### config.mk
export PLATFORM = sky130hd
export DESIGN_NAME = riscuin_multicycle_sequencer
export DESIGN_NICKNAME = d
export VERILOG_FILES = /design/src/rtl/riscuin_multicycle_sequencer.sv
export SDC_FILE = /design/constraint.sdc
export NUM_CORES = 1
export LEC_CHECK = 0
export ABC_CLOCK_PERIOD_IN_PS = 3100
export BUFFER_PORTS_ARGS = -buffer_cell sky130_fd_sc_hd__buf_4
export CAP_MARGIN = 0
export CELL_PAD_IN_SITES_DETAIL_PLACEMENT = 0
export CELL_PAD_IN_SITES_GLOBAL_PLACEMENT = 1
export CORE_MARGIN = 2
export CORE_UTILIZATION = 36
export DETAILED_ROUTE_END_ITERATION = 8
export PLACE_DENSITY = 0.85
export SYNTH_ARGS = -nofsm -noshare
export SYNTH_HDL_FRONTEND = slang
export SYNTH_SLANG_ARGS = --single-unit
### constraint.sdc
create_clock -name clk -period 3.1 [get_ports clk]
set_input_delay 0.62 -clock clk [delete_from_list [all_inputs] [get_ports clk]]
set_output_delay 0.62 -clock clk [all_outputs]
set_load 0.005 [all_outputs]
### src/rtl/riscuin_multicycle_sequencer.sv
// Multi-cycle instruction sequencer for the RISCuin core: owns the PC, steps
// FETCH/DECODE/EXEC/MEM/WB, handshakes the data bus with a timeout and counts retirements.
module riscuin_multicycle_sequencer #(
    parameter int INSTR_ADDR_WIDTH = 8,
    parameter logic [INSTR_ADDR_WIDTH-1:0] RESET_PC = '0,
    parameter logic [INSTR_ADDR_WIDTH-1:0] LAST_PC  = '1,
    parameter int MEM_TIMEOUT = 15
) (
    input  logic                        clk,
    input  logic                        rst,
    input  logic                        rb_ready,
    input  logic [31:0]                 instr_in,
    input  logic                        dec_reg_w,
    input  logic                        dec_mem_r,
    input  logic                        dec_mem_w,
    input  logic                        dec_halt,
    input  logic                        dec_jump,
    input  logic [INSTR_ADDR_WIDTH-1:0] pc_branch,
    input  logic                        mem_ready,
    output logic [INSTR_ADDR_WIDTH-1:0] pc,
    output logic [INSTR_ADDR_WIDTH-1:0] pc_plus,
    output logic [31:0]                 instr,
    output logic                        reg_w,
    output logic                        mem_r,
    output logic                        mem_w,
    output logic                        pc_end,
    output logic                        bus_err,
    output logic [31:0]                 instret,
    output logic [2:0]                  state
);

    localparam int CNT_W = (MEM_TIMEOUT > 1) ? $clog2(MEM_TIMEOUT) : 1;
    localparam logic [CNT_W-1:0] CNT_LAST = CNT_W'(MEM_TIMEOUT - 1);
    localparam logic [31:0] NOP = 32'h0000_0013;

    typedef enum logic [2:0] {
        S_IDLE   = 3'd0,
        S_FETCH  = 3'd1,
        S_DECODE = 3'd2,
        S_EXEC   = 3'd3,
        S_MEM    = 3'd4,
        S_WB     = 3'd5,
        S_HALT   = 3'd6
    } state_t;

    state_t                      state_q, state_d;
    logic [INSTR_ADDR_WIDTH-1:0] pc_q, pc_d;
    logic [31:0]                 instr_q, instr_d;
    logic                        reg_w_q, reg_w_d;
    logic                        pc_end_q, pc_end_d;
    logic                        bus_err_q, bus_err_d;
    logic [31:0]                 instret_q, instret_d;
    logic [CNT_W-1:0]            cnt_q, cnt_d;

    always_ff @(posedge clk) begin
        if (rst) begin
            state_q   <= S_IDLE;
            pc_q      <= RESET_PC;
            instr_q   <= NOP;
            reg_w_q   <= 1'b0;
            pc_end_q  <= 1'b0;
            bus_err_q <= 1'b0;
            instret_q <= '0;
            cnt_q     <= '0;
        end else begin
            state_q   <= state_d;
            pc_q      <= pc_d;
            instr_q   <= instr_d;
            reg_w_q   <= reg_w_d;
            pc_end_q  <= pc_end_d;
            bus_err_q <= bus_err_d;
            instret_q <= instret_d;
            cnt_q     <= cnt_d;
        end
    end

    always_comb begin
        state_d   = state_q;
        pc_d      = pc_q;
        instr_d   = instr_q;
        reg_w_d   = 1'b0;
        bus_err_d = bus_err_q;
        instret_d = instret_q;
        cnt_d     = cnt_q;
        case (state_q)
            S_IDLE: begin
                if (rb_ready) state_d = S_FETCH;
            end
            S_FETCH: begin
                instr_d = instr_in;
                state_d = S_DECODE;
            end
            S_DECODE: begin
                state_d = dec_halt ? S_HALT : S_EXEC;
            end
            // reg_w is registered, so it is loaded on the edge that enters WB
            S_EXEC: begin
                if (dec_mem_r || dec_mem_w) begin
                    state_d = S_MEM;
                    cnt_d   = '0;
                end else begin
                    state_d = S_WB;
                    reg_w_d = dec_reg_w;
                end
            end
            S_MEM: begin
                if (mem_ready) begin
                    state_d = S_WB;
                    reg_w_d = dec_reg_w;
                    cnt_d   = '0;
                end else if (cnt_q == CNT_LAST) begin
                    state_d   = S_HALT;
                    bus_err_d = 1'b1;
                    cnt_d     = '0;
                end else begin
                    cnt_d = cnt_q + 1'b1;
                end
            end
            S_WB: begin
                instret_d = instret_q + 32'd1;
                if (dec_jump) begin
                    pc_d    = pc_branch;
                    state_d = S_FETCH;
                end else if (pc_q == LAST_PC) begin
                    state_d = S_HALT;
                end else begin
                    pc_d    = pc_plus;
                    state_d = S_FETCH;
                end
            end
            S_HALT: begin
                state_d = S_HALT;
            end
            default: begin
                state_d = S_IDLE;
            end
        endcase
        pc_end_d = pc_end_q || (state_d == S_HALT);
    end

    assign pc_plus = pc_q + INSTR_ADDR_WIDTH'(1);
    assign mem_r   = (state_q == S_MEM) && dec_mem_r;
    assign mem_w   = (state_q == S_MEM) && dec_mem_w && !dec_mem_r;
    assign pc      = pc_q;
    assign instr   = instr_q;
    assign reg_w   = reg_w_q;
    assign pc_end  = pc_end_q;
    assign bus_err = bus_err_q;
    assign instret = instret_q;
    assign state   = state_q;

endmodule

Yosys cells after proc, flatten, opt, wreduce, memory -nomap -nowiden. Index checks and enable logic that the tools add are counted.

Bitwise logic cells: 1. Shift operators: 0. Divide/modulo/power cells: 0. Equality and inequality tests: 11. Reduce and logical (&&, ||, !) cells: 11. Multiply operators: 0. $add $sub $neg: 3. $lt $le $gt $ge: 0. Mux-type cells: 17.

Operators by type and width (number): 32-bit by 1-bit adder with 32-bit output, second input constant (1); 3-bit one-hot mux with 7 select lines (1); 3-bit 2-to-1 mux (6); 8-bit 2-to-1 mux (2); 3-bit == test, second input constant (4); 4-bit 2-to-1 mux (3); 8-bit by 1-bit adder with 8-bit output, second input constant (1); 8-bit == test, second input constant (1); 4-bit one-hot mux with 2 select lines (1); 3-bit by 2-bit == test with 1-bit output, second input constant (2); 4-bit by 1-bit adder with 4-bit output, second input constant (1); 4-bit == test, second input constant (1); 2-bit != test, second input constant (2); 2-bit AND reduction (2); 3-bit by 1-bit == test with 1-bit output, second input constant (1); 1-bit logical AND (3); 3-bit logical NOT (1); 1-bit 2-to-1 mux (3); 3-bit AND reduction (1); 1-bit logical OR (2); 1-bit one-hot mux with 2 select lines (1); 2-bit nonzero test (1); 1-bit logical NOT (1); 1-bit inverter (1).

Latch bits: 0. RAM bits: 0. Memory bits (read-only): 0. Bits of input ports: 49. Memories kept: 0. Register bits after elaboration: 82.

Depth between registers and ports, before layout.
Word-level depth: 6. Gate-level depth with buffers: 7. Gate-level depth less buffers: 7.

Least setup slack after synthesis. No wires, ideal clock.

Kind: reg-to-reg. Start: reg pc_q[0] (netlist: pc[0]). End: reg pc_q[0] (netlist: pc[0]). Data required time: 2.972 ns. Slack: 1.406 ns. Stages on the path, launching flop included: 8. Data arrival time: 1.565 ns. Library setup time: 0.128 ns. Path through: dfxtp_1 > ha_1 > nand2_1 > nor4b_1 > nand2b_1 > buf_4 > or3_1 > a31oi_1.

Cells in the longest elaborated chain, start to end: 3.

Ends and longest elaborated chain: start: declaration (line 47) `logic [INSTR_ADDR_WIDTH-1:0] pc_q, pc_d;`; start signal: assignment (line 67) `pc_q <= pc_d;`; 8-bit by 1-bit adder with 8-bit output / 8-bit == test (equally long branches) (line 141, 124); 8-bit 2-to-1 mux / 2-bit != test (equally long branches); 8-bit 2-to-1 mux / 2-bit AND reduction (equally long branches).

Parallel ways exist; a longest one is shown, timed or not. The select of a mux whose other input is x is not followed. A chain may end at the register's enable or synchronous reset.

Final worst setup path.
Start: reg state_q[2] (netlist: state[2]). End: out mem_w.

Cells in the longest elaborated chain, start to end: 3.

Ends and longest elaborated chain: start: declaration (line 46) `state_t state_q, state_d;`; start signal: assignment (line 66) `state_q <= state_d;`; 3-bit == test (line 143) `assign mem_w = (state_q == S_MEM) && dec_mem_w && !dec_mem_r;`; 1-bit logical AND (2 in series) (line 143); end: declaration (line 25) `output logic mem_w,`.

No other way between the ends.

==> results.yml <==
global_route:
  grt_use_total_pct: 17.03
  grt_max_degree: 83
  grt_pass1_vias: 3250
  gr-total-overflow: 0
  antenna_found_initial: 0
  grt_first_pass_wirelength_um: 15290
critical_path:
  crit_start: "state[2]"
  required_ps: 2480
  critPathTopFamily: "simple AND/OR/NAND/NOR gates"
  endpoint_kind: "output port"
  worstPathArrival_ps: 1820
  timing.rr.start: "state[2]"
  r2r_end: "instret[29]"
  path_buf_inv: 1
  crit_chain: "nor3b_1 -> and3b_1 -> buf_4"
  r2r_setup_slack_ps: 910
  path_max_fanout: 15
  r2r_cells: 5
  path_depth: 3
  critPathCapture: "mem_w"
  critPathMaxStageDelay_ps: 620
  worst-setup-path-type: "reg2out"
  slowest_stage: "dfxtp_1"
  worst_setup_path_start_kind: "flip-flop"
yosys:
  syn_avg_cell_area_sq_um: 8.219
  synth_edf_count: 0
  synth-seq-area-share_pct: 45.81
  yosysUniqueCellTypes: 44
  synth_area_leader_cell: "dfxtp_1"
  netlist_instances: 436
  ys_top_cells_by_area: "dfxtp_1, nand2_1, a21oi_1, nor2_1, xnor2_1"
  async_reset_ff_share_pct: 0
  yosysMostFrequentCell: "nand2_1"
  syn-num-nets: 489
  syn_area_sq_um: 3583
  ys_seq_elements: 82
  ys_top_cells_by_count: "nand2_1, dfxtp_1, nor2_1"
  yosysWarnings: 0
  synth_top_area_share_pct: 45.81
  synth_flop_cell: "dfxtp_1"
timing:
  drv_slew: 0
  finalHoldViolations: 0
  setup_violations: 0
  finalCritPeriodShare_pct: 78.86
  worst_clock_skew_ps: 17.79
  setup_tns_ps: 0
  max_slew_margin_pct: 44.20
  fin_crit_ps: 2445
  rsz0062_at_grt: "false"
  fmax_mhz: 409.1
  worst_pin_slew_ps: 836.9
  whs_ps: 460.5
clocking:
  cts_resized: 0
  holdBufCountCts: 0
  clockBufferDepth: 2
  cts_tree: "yes"
  cts.sinks: 82
  insertion_delay_ps: 350
  htree_levels: 3
  numCtsBuffers: 9
  cts_setup_buffers: 0
  clk_pin_slew_worst_paths_ps: 80
  cts-root-buf: "clkbuf_8"
layout:
  nets: 612
  layout-drive-gt1-share_pct: 28.37
  n_antenna_cell: 0
  fillers: 1002
  fin_util_pct: 49.83
  area_growth_pct: 35.30
route:
  vias_per_cell: 4.914
  detail-route-antenna-nets: 0
  firstDrtPassIters: 4
  wire_per_inst_um: 13.28
  wl_um: 9255
  drtIter0Drc: 94
  vias: 3425
  drc: 0
floorplanning:
  die_h_um: 103.8
  core_area_sq_um: 9729
  ios: 137
  initial_utilization_pct: 36.83
  dieArea_sq_um: 10770
  rows: 36
  fp.dieW_um: 103.8
status:
  outcome: "completed"
placement:
  place_congestion: 0.8289
  hpwl_um: 6595
  portBuffers: 136
flow_run:
  cap_viol_max_count: 0
power_and_ir_drop:
  ir_drop_mv: 0.1977
  power.density_nw_per_um2: 448.3
  p_leak_uw: 0.001992
hold_path:
  min_path_type: "reg2reg"
## sequential cells by signal (all words and copies together), names as in the netlist
name / flops
instr: 32
reg_w: 1
pc_end: 1
bus_err: 1
pc: 8
instret: 32
state: 3
cnt_q: 4
## final cells by class
cell class / instances / area [sq um] / share of cell area (%)
multi-input combinational: 324 / 1815 / 37.45
tap: 133 / 166.4 / 3.432
sequential: 82 / 1642 / 33.86
timing repair buffer: 137 / 1028 / 21.21
inverter: 5 / 18.77 / 0.3871
clock buffer: 10 / 127.6 / 2.632
clock inverter: 6 / 50.05 / 1.032
## stage by stage
stage	total power, uW	setup slack [ps]	cell area [sq um]	cells
after floorplan	1325	1406	3583	436
after global routing	2292	510.9	4848	697
after detailed placement	1494	929.6	4671	681
final	2174	655.5	4848	697
after global placement	1486	957.2	4671	681
after CTS	2209	596.5	4848	697
## report_power, final
| part | leakage, uW | total (uW) | switching [uW] | internal [uW] |
|---|---|---|---|---|
| Combinational | 0.00124 | 313 | 154 | 159 |
| Clock | 0.0000835 | 710 | 410 | 300 |
| Sequential | 0.000664 | 1150 | 45.6 | 1100 |
| Total | 0.00199 | 2170 | 610 | 1560 |
## layer usage
metal	global-route usage, %	wire [um]
met5	0	0
met4	5.212	52
met3	6.042	740
met2	27.77	4238
met1	21.17	4224
## how the worst min path moves through the flow
stage                           start         to  slack (ps)  depth (start not counted)
after CTS                 instr_in[4]   instr[4]         450                          3
final                        instr[9]   instr[9]         460                          2
after global placement      instr[12]  instr[12]         440                          2
after floorplan             instr[10]  instr[10]         450                          2
after global routing      instr_in[4]   instr[4]         460                          3
after detailed placement     instr[7]   instr[7]         450                          2
## cells in the final DEF, fill, tap and decap left out, types with 5 or more instances in the layout
cell type and instances:
nor4_1 7, nand3_1 13, xor2_1 15, o21ai_0 6
nor2_1 47, clkbuf_8 9, dfxtp_1 82, inv_1 5
buf_4 137, and3_1 5, xnor2_1 18, a31oi_1 6
nor3_1 6, a21oi_1 42, nand4_1 10, nand3b_1 5
and4_1 5, nand2_1 89
## kinds of logic after synthesis
kind of cell	count (synthesis)	synth area share [%]
flops	82	45.81
buf+inv	30	3.666
fa+ha+maj	4	1.397
mux	4	1.117
compound gates	67	10.72
simple gates	216	29.23
xor+xnor	33	8.066
## worst register-to-register path: cells and delay by family, from the launching register on
| family | cells | cell delay [ps] |
|---|---|---|
| DFF | 1 | 620 |
| and+or+nand+nor | 4 | 1360 |
| AOI/OAI and AO/OA | 1 | 150 |
No activity file was read; power rests on OpenSTA's default activity.
